`config.mk`:
```
export PLATFORM = sky130hd
export DESIGN_NAME = inv_monitor
export DESIGN_NICKNAME = d
export VERILOG_FILES = /design/src/rtl/inv_monitor.sv
export SDC_FILE = /design/constraint.sdc
export NUM_CORES = 1
export LEC_CHECK = 0
export CAP_MARGIN = 20
export CORE_MARGIN = 1.5
export CORE_UTILIZATION = 40
export DETAILED_ROUTE_END_ITERATION = 10
export PLACE_DENSITY = 0.68
export SLEW_MARGIN = 20
export SYNTH_ARGS = -nofsm -noshare
export SYNTH_HDL_FRONTEND = slang
export SYNTH_SLANG_ARGS = --single-unit
export TNS_END_PERCENT = 1
```
`constraint.sdc`:
```
create_clock -name clk -period 3.15 [get_ports clk]
set_input_delay 0.4725 -clock clk [delete_from_list [all_inputs] [get_ports clk]]
set_output_delay 0.4725 -clock clk [all_outputs]
set_load 0.1 [all_outputs]
```
`src/rtl/inv_monitor.sv`:
```
// Inverter health monitor: tracks a_in/y_in complementarity, declares sticky faults after MAX_LAG mismatches.
// Optional a_in period measurement is enabled with `define INV_MON_PERIOD_EN.
module inv_monitor #(
  parameter int MAX_LAG = 2,
  parameter int CNT_W   = 16
) (
  input  logic             clk,
  input  logic             rst,
  input  logic             en,
  input  logic             clr,
  input  logic             a_in,
  input  logic             y_in,
  output logic [1:0]       state,
  output logic             err,
  output logic [7:0]       err_cnt,
  output logic [CNT_W-1:0] toggle_cnt,
  output logic [CNT_W-1:0] period,
  output logic             period_valid
);

  typedef enum logic [1:0] {
    IDLE  = 2'd0,
    TRACK = 2'd1,
    LAG   = 2'd2,
    FAULT = 2'd3
  } state_e;

  localparam logic [4:0] MAX_LAG_W = 5'(MAX_LAG);

  state_e           state_q;
  logic             a_q, y_q, a_prev_q;
  logic [3:0]       lag_q;
  logic             err_q;
  logic [7:0]       err_cnt_q, err_cnt_d;
  logic [CNT_W-1:0] tog_q, tog_d;
  logic [4:0]       lag_d;
  logic             mismatch, toggle;

  assign mismatch = (y_q == a_q);
  assign toggle   = a_q ^ a_prev_q;
  assign lag_d    = {1'b0, lag_q} + 5'd1;

  always_comb begin
    tog_d = tog_q;
    if (toggle && state_q != IDLE && tog_q != '1) tog_d = tog_q + 1'b1;
    err_cnt_d = (err_cnt_q == 8'hFF) ? err_cnt_q : err_cnt_q + 8'd1;
  end

  always_ff @(posedge clk) begin
    if (rst) begin
      state_q   <= IDLE;
      a_q       <= 1'b0;
      y_q       <= 1'b1;
      a_prev_q  <= 1'b0;
      lag_q     <= '0;
      err_q     <= 1'b0;
      err_cnt_q <= '0;
      tog_q     <= '0;
    end else begin
      a_q      <= a_in;
      y_q      <= y_in;
      a_prev_q <= a_q;
      if (clr) begin
        // clear wins over any fault declaration or toggle increment this cycle
        tog_q     <= '0;
        err_cnt_q <= '0;
        err_q     <= 1'b0;
        lag_q     <= '0;
        state_q   <= en ? TRACK : IDLE;
      end else begin
        tog_q <= tog_d;
        case (state_q)
          IDLE: if (en) state_q <= TRACK;
          TRACK: begin
            if (!en) begin
              state_q <= IDLE;
              lag_q   <= '0;
            end else if (mismatch) begin
              lag_q <= 4'd1;
              if (MAX_LAG <= 1) begin
                state_q   <= FAULT;
                err_q     <= 1'b1;
                err_cnt_q <= err_cnt_d;
              end else begin
                state_q <= LAG;
              end
            end
          end
          LAG: begin
            if (!en || !mismatch) begin
              state_q <= en ? TRACK : IDLE;
              lag_q   <= '0;
            end else begin
              lag_q <= lag_d[3:0];
              if (lag_d >= MAX_LAG_W) begin
                state_q   <= FAULT;
                err_q     <= 1'b1;
                err_cnt_q <= err_cnt_d;
              end
            end
          end
          default: ;
        endcase
      end
    end
  end

  assign state      = state_q;
  assign err        = err_q;
  assign err_cnt    = err_cnt_q;
  assign toggle_cnt = tog_q;

`ifdef INV_MON_PERIOD_EN
  logic [CNT_W-1:0] per_cnt_q, period_q;
  logic             seen_q, pv_q;
  logic             rise;

  assign rise = a_q & ~a_prev_q;

  always_ff @(posedge clk) begin
    if (rst) begin
      per_cnt_q <= '0;
      period_q  <= '0;
      seen_q    <= 1'b0;
      pv_q      <= 1'b0;
    end else begin
      pv_q <= 1'b0;
      if (state_q != IDLE) begin
        if (rise) begin
          // the first edge only arms the measurement
          per_cnt_q <= CNT_W'(1);
          seen_q    <= 1'b1;
          if (seen_q) begin
            period_q <= per_cnt_q;
            pv_q     <= 1'b1;
          end
        end else if (per_cnt_q != '1) begin
          per_cnt_q <= per_cnt_q + 1'b1;
        end
      end
    end
  end

  assign period       = period_q;
  assign period_valid = pv_q;
`else
  assign period       = '0;
  assign period_valid = 1'b0;
`endif

endmodule

```
==> metrics.txt <==
# TYPE chip_impl_metric gauge
chip_impl_metric{name="dr.first_iter.drc_count",unit=""} 64
chip_impl_metric{name="total_power_density_per_cell_area",unit="nW/µm²"} 413.5
chip_impl_metric{name="final_net_count",unit=""} 265
chip_impl_metric{name="htree_levels",unit=""} 2
chip_impl_metric{name="setup_viol",unit=""} 0
chip_impl_metric{name="gr-usage-all-layers",unit="%"} 15.57
chip_impl_info{name="tritoncts",value="yes"} 1
chip_impl_metric{name="number_of_placed_i_o_pins",unit=""} 50
chip_impl_metric{name="worst-path-buf-inv",unit=""} 1
chip_impl_metric{name="hold_buffers",unit=""} 0
chip_impl_metric{name="arrival",unit="ps"} 2270
chip_impl_info{name="cell_at_the_root_of_the_clock_tree",value="sky130_fd_sc_hd__clkbuf_8"} 1
chip_impl_metric{name="max_slew.worst_pin.slew",unit="ps"} 568.5
chip_impl_metric{name="placement_rows",unit=""} 24
chip_impl_info{name="most_common_cell_after_layout_fill_and_taps_aside",value="sky130_fd_sc_hd__dfxtp_1"} 1
chip_impl_metric{name="period_needed",unit="ps"} 2074
chip_impl_metric{name="syn-mean-instance-area",unit="µm²"} 8.718
chip_impl_metric{name="placed_cell_area",unit="µm²"} 2128
chip_impl_metric{name="clk-insertion-delay-late",unit="ps"} 290
chip_impl_metric{name="io_buffers",unit=""} 32
chip_impl_metric{name="post_drt_wl_per_cell",unit="µm"} 12.29
chip_impl_info{name="critical_path.startpoint_type",value="flop"} 1
chip_impl_metric{name="period_share",unit="%"} 65.83
chip_impl_metric{name="critPathMaxStageDelay",unit="ps"} 450
chip_impl_info{name="synth_ff_type",value="sky130_fd_sc_hd__dfxtp_1"} 1
chip_impl_metric{name="postRouteWirelength",unit="µm"} 3735
chip_impl_metric{name="synth_cell_types",unit=""} 43
chip_impl_metric{name="detailedPlacementHpwl",unit="µm"} 2711
chip_impl_metric{name="cts_made_buffers",unit=""} 5
chip_impl_metric{name="final-seq-area",unit="µm²"} 680.7
chip_impl_metric{name="yosys_warnings",unit=""} 0
chip_impl_metric{name="die_area",unit="µm²"} 5174
chip_impl_metric{name="worstHoldPathCells",unit=""} 1
chip_impl_metric{name="avgViaCountPerCell",unit=""} 5.155
chip_impl_info{name="hp-start",value="lag_q[3]$_SDFFE_PP0P_"} 1
chip_impl_metric{name="timing_max_transition_violations_final",unit=""} 0
chip_impl_metric{name="design.core.area",unit="µm²"} 4474
chip_impl_metric{name="totalNegativeSetupSlack",unit="ps"} 0
chip_impl_metric{name="cts.sinks",unit=""} 34
chip_impl_metric{name="syn_inst",unit=""} 218
chip_impl_metric{name="gp_congestion",unit=""} 0.8749
chip_impl_metric{name="floorplan.die.width",unit="µm"} 71.93
chip_impl_metric{name="clockBufferDepth",unit=""} 2
chip_impl_metric{name="ys_seq_area_share",unit="%"} 35.81
chip_impl_metric{name="synth_enable_flop_cells",unit=""} 0
chip_impl_info{name="timing.critical_path.cells",value="inv_1, ha_1, nor3b_1, a31oi_1, or2_2, a311oi_1"} 1
chip_impl_info{name="result_of_the_run",value="complete, no violations"} 1
chip_impl_metric{name="drtPass1Iterations",unit=""} 4
chip_impl_metric{name="critPathRequiredTime",unit="ps"} 3350
chip_impl_metric{name="leakage_component_of_the_power",unit="nW"} 0.8836
chip_impl_metric{name="crit_path_setup_slack_layout",unit="ps"} 1076
chip_impl_info{name="r2r-start",value="lag_q[1]$_SDFFE_PP0P_"} 1
chip_impl_metric{name="irDropWorstVdd",unit="µV"} 206.1
chip_impl_info{name="endpoint_kind",value="flop"} 1
chip_impl_metric{name="wire_length_of_the_first_global_routing_pass",unit="µm"} 6437
chip_impl_metric{name="fraction_of_synthesis_flops_using_an_asynchronous_set_or_reset_pin",unit="%"} 0
chip_impl_metric{name="fmaxAchievable",unit="MHz"} 482.2
chip_impl_metric{name="reg2reg_slack",unit="ps"} 1080
chip_impl_metric{name="cap_viol_max_count",unit=""} 0
chip_impl_metric{name="gr-total-overflow",unit=""} 0
chip_impl_info{name="mostFrequentLayoutCells",value="34 x sky130_fd_sc_hd__dfxtp_1, 30 x sky130_fd_sc_hd__nor2_1, 27 x sky130_fd_sc_hd__buf_4"} 1
chip_impl_metric{name="preCtsSetupSlack",unit="ps"} 935.9
chip_impl_info{name="critPathTopFamily",value="simple AND/OR/NAND/NOR gates"} 1
chip_impl_info{name="critPathLaunch",value="lag_q[1]$_SDFFE_PP0P_"} 1
chip_impl_metric{name="synthesis.area",unit="µm²"} 1901
chip_impl_metric{name="post_cts_resize_count",unit=""} 0
chip_impl_metric{name="drt_drc_violations_left",unit=""} 0
chip_impl_metric{name="critical_path.max_fanout",unit=""} 4
chip_impl_metric{name="design_area",unit="µm²"} 2207
chip_impl_metric{name="drive_above_1_share",unit="%"} 17.86
chip_impl_metric{name="maximum_number_of_pins_on_one_net_before_global_route_repair",unit=""} 29
chip_impl_metric{name="r2r_cells",unit=""} 6
chip_impl_info{name="worst_r2r_endpoint",value="state[0]$_SDFFE_PP0P_"} 1
chip_impl_info{name="path_class",value="flop to flop"} 1
chip_impl_info{name="grt_setup_unrepaired",value="no"} 1
chip_impl_metric{name="antenna_found_initial",unit=""} 0
chip_impl_metric{name="hold_violations",unit=""} 0
chip_impl_metric{name="postCtsSetupBuffers",unit=""} 0
chip_impl_metric{name="fillCellCount",unit=""} 431
chip_impl_metric{name="die_height",unit="µm"} 71.93
chip_impl_metric{name="postLayoutCoreUtil",unit="%"} 49.33
chip_impl_metric{name="area_delta_synth_final",unit="%"} 16.13
chip_impl_info{name="critical-path-slowest-cell",value="sky130_fd_sc_hd__nor3b_1"} 1
chip_impl_info{name="worst_hold_path_endpoint",value="lag_q[3]$_SDFFE_PP0P_"} 1
chip_impl_metric{name="slew_headroom",unit="%"} 61.81
chip_impl_metric{name="yosys_register_bits",unit=""} 34
chip_impl_metric{name="first_global_vias",unit=""} 1443
chip_impl_info{name="path_category_of_the_worst_min_delay_check",value="flop to flop"} 1
chip_impl_metric{name="clkTransAtPathRegs",unit="ps"} 70
chip_impl_metric{name="starting_density",unit="%"} 42.48
chip_impl_metric{name="setup_skew_after_layout",unit="ps"} 4.197
chip_impl_metric{name="drt.antenna.violating_nets",unit=""} 0
chip_impl_metric{name="antennaDiodeCount",unit=""} 0
chip_impl_metric{name="dr_total_vias",unit=""} 1567
chip_impl_metric{name="area_of_the_multi_input_gates",unit="µm²"} 1111
flip-flops by register name, indices dropped and copies added, names as in the netlist:
| register | cells |
|---|---|
| err_cnt | 8 |
| state | 2 |
| err | 1 |
| a_q | 1 |
| a_prev_q | 1 |
| toggle_cnt | 16 |
| y_q | 1 |
| lag_q | 4 |
worst register-to-register path: cells and delay by family (launching register included):
family / cells / cell delay [ps]
AOI/OAI and AO/OA: 2 / 510
adders and majority gates: 1 / 280
buffers and inverters: 1 / 60
DFF: 1 / 370
and+or+nand+nor: 2 / 780
cell families after synthesis:
kind of cell / synth area share [%]
compound gates: 10.93
mux: 1.053
other cells: 0.1973
buf+inv: 8.887
xor+xnor: 9.743
fa+ha+maj: 4.608
flops: 35.81
simple gates: 28.77
stage by stage:
stage / cells / hold WS (ps) / total power [mW]
global route: 304 / 482.3 / 0.9486
global placement: 297 / 441.0 / 0.6156
finish: 304 / 460.5 / 0.9126
detailed placement: 297 / 447.5 / 0.6165
floorplan: 234 / 422.7 / 0.6112
CTS: 304 / 457.8 / 0.9225
report_power, final:
group,switching [mW],internal [mW]
clock network,0.157,0.148
logic,0.139,0.0283
registers,0.00604,0.434
total,0.302,0.611
layout make-up:
class,instances,area share (%)
Multi-Input combinational cell,174,50.34
Sequential cell,34,30.84
Timing Repair Buffer,32,11.45
Clock inverter,2,0.4535
Inverter,5,0.8503
Clock buffer,5,3.118
Tap cell,52,2.948
how the worst max path moves through the flow:
stage / endpoint / cells after the start
after global placement: err_cnt[7]$_SDFFE_PP0P_ / 5
after CTS: state[0]$_SDFFE_PP0P_ / 6
after global routing: state[0]$_SDFFE_PP0P_ / 6
after floorplan: state[0]$_SDFFE_PP0P_ / 7
final: state[0]$_SDFFE_PP0P_ / 6
after detailed placement: err_cnt[7]$_SDFFE_PP0P_ / 5
synthesized netlist by cell type (all sizes together), types with 4 or more instances:
cell   count  area [µm²]
dfxtp     34       680.7
or3        4       25.02
buf       18       138.9
and3       6       37.54
nor3       5       25.02
xnor2      8       88.84
xor2      11       96.34
o21ai      7       35.03
nand4      8       50.05
or2        5       31.28
inv        5       18.77
nor2      30       112.6
nand2     13       48.80
nand3      9       57.56
a21oi     10       50.05
ha         7       87.58
routing by layer:
layer / wire length [µm] / share of wire (%) / vias to the layer above / global-route usage, %
met2: 1763 / 47 / 41 / 26.23
met1: 1747 / 47 / 714 / 19.06
met3: 162 / 4.3 / 8 / 3.750
li1: - / - / 804 / -
met4: 61 / 1.6 / 0 / 6.499
met5: 0 / 0 / - / 0
Power figures use the tool's default switching activity.
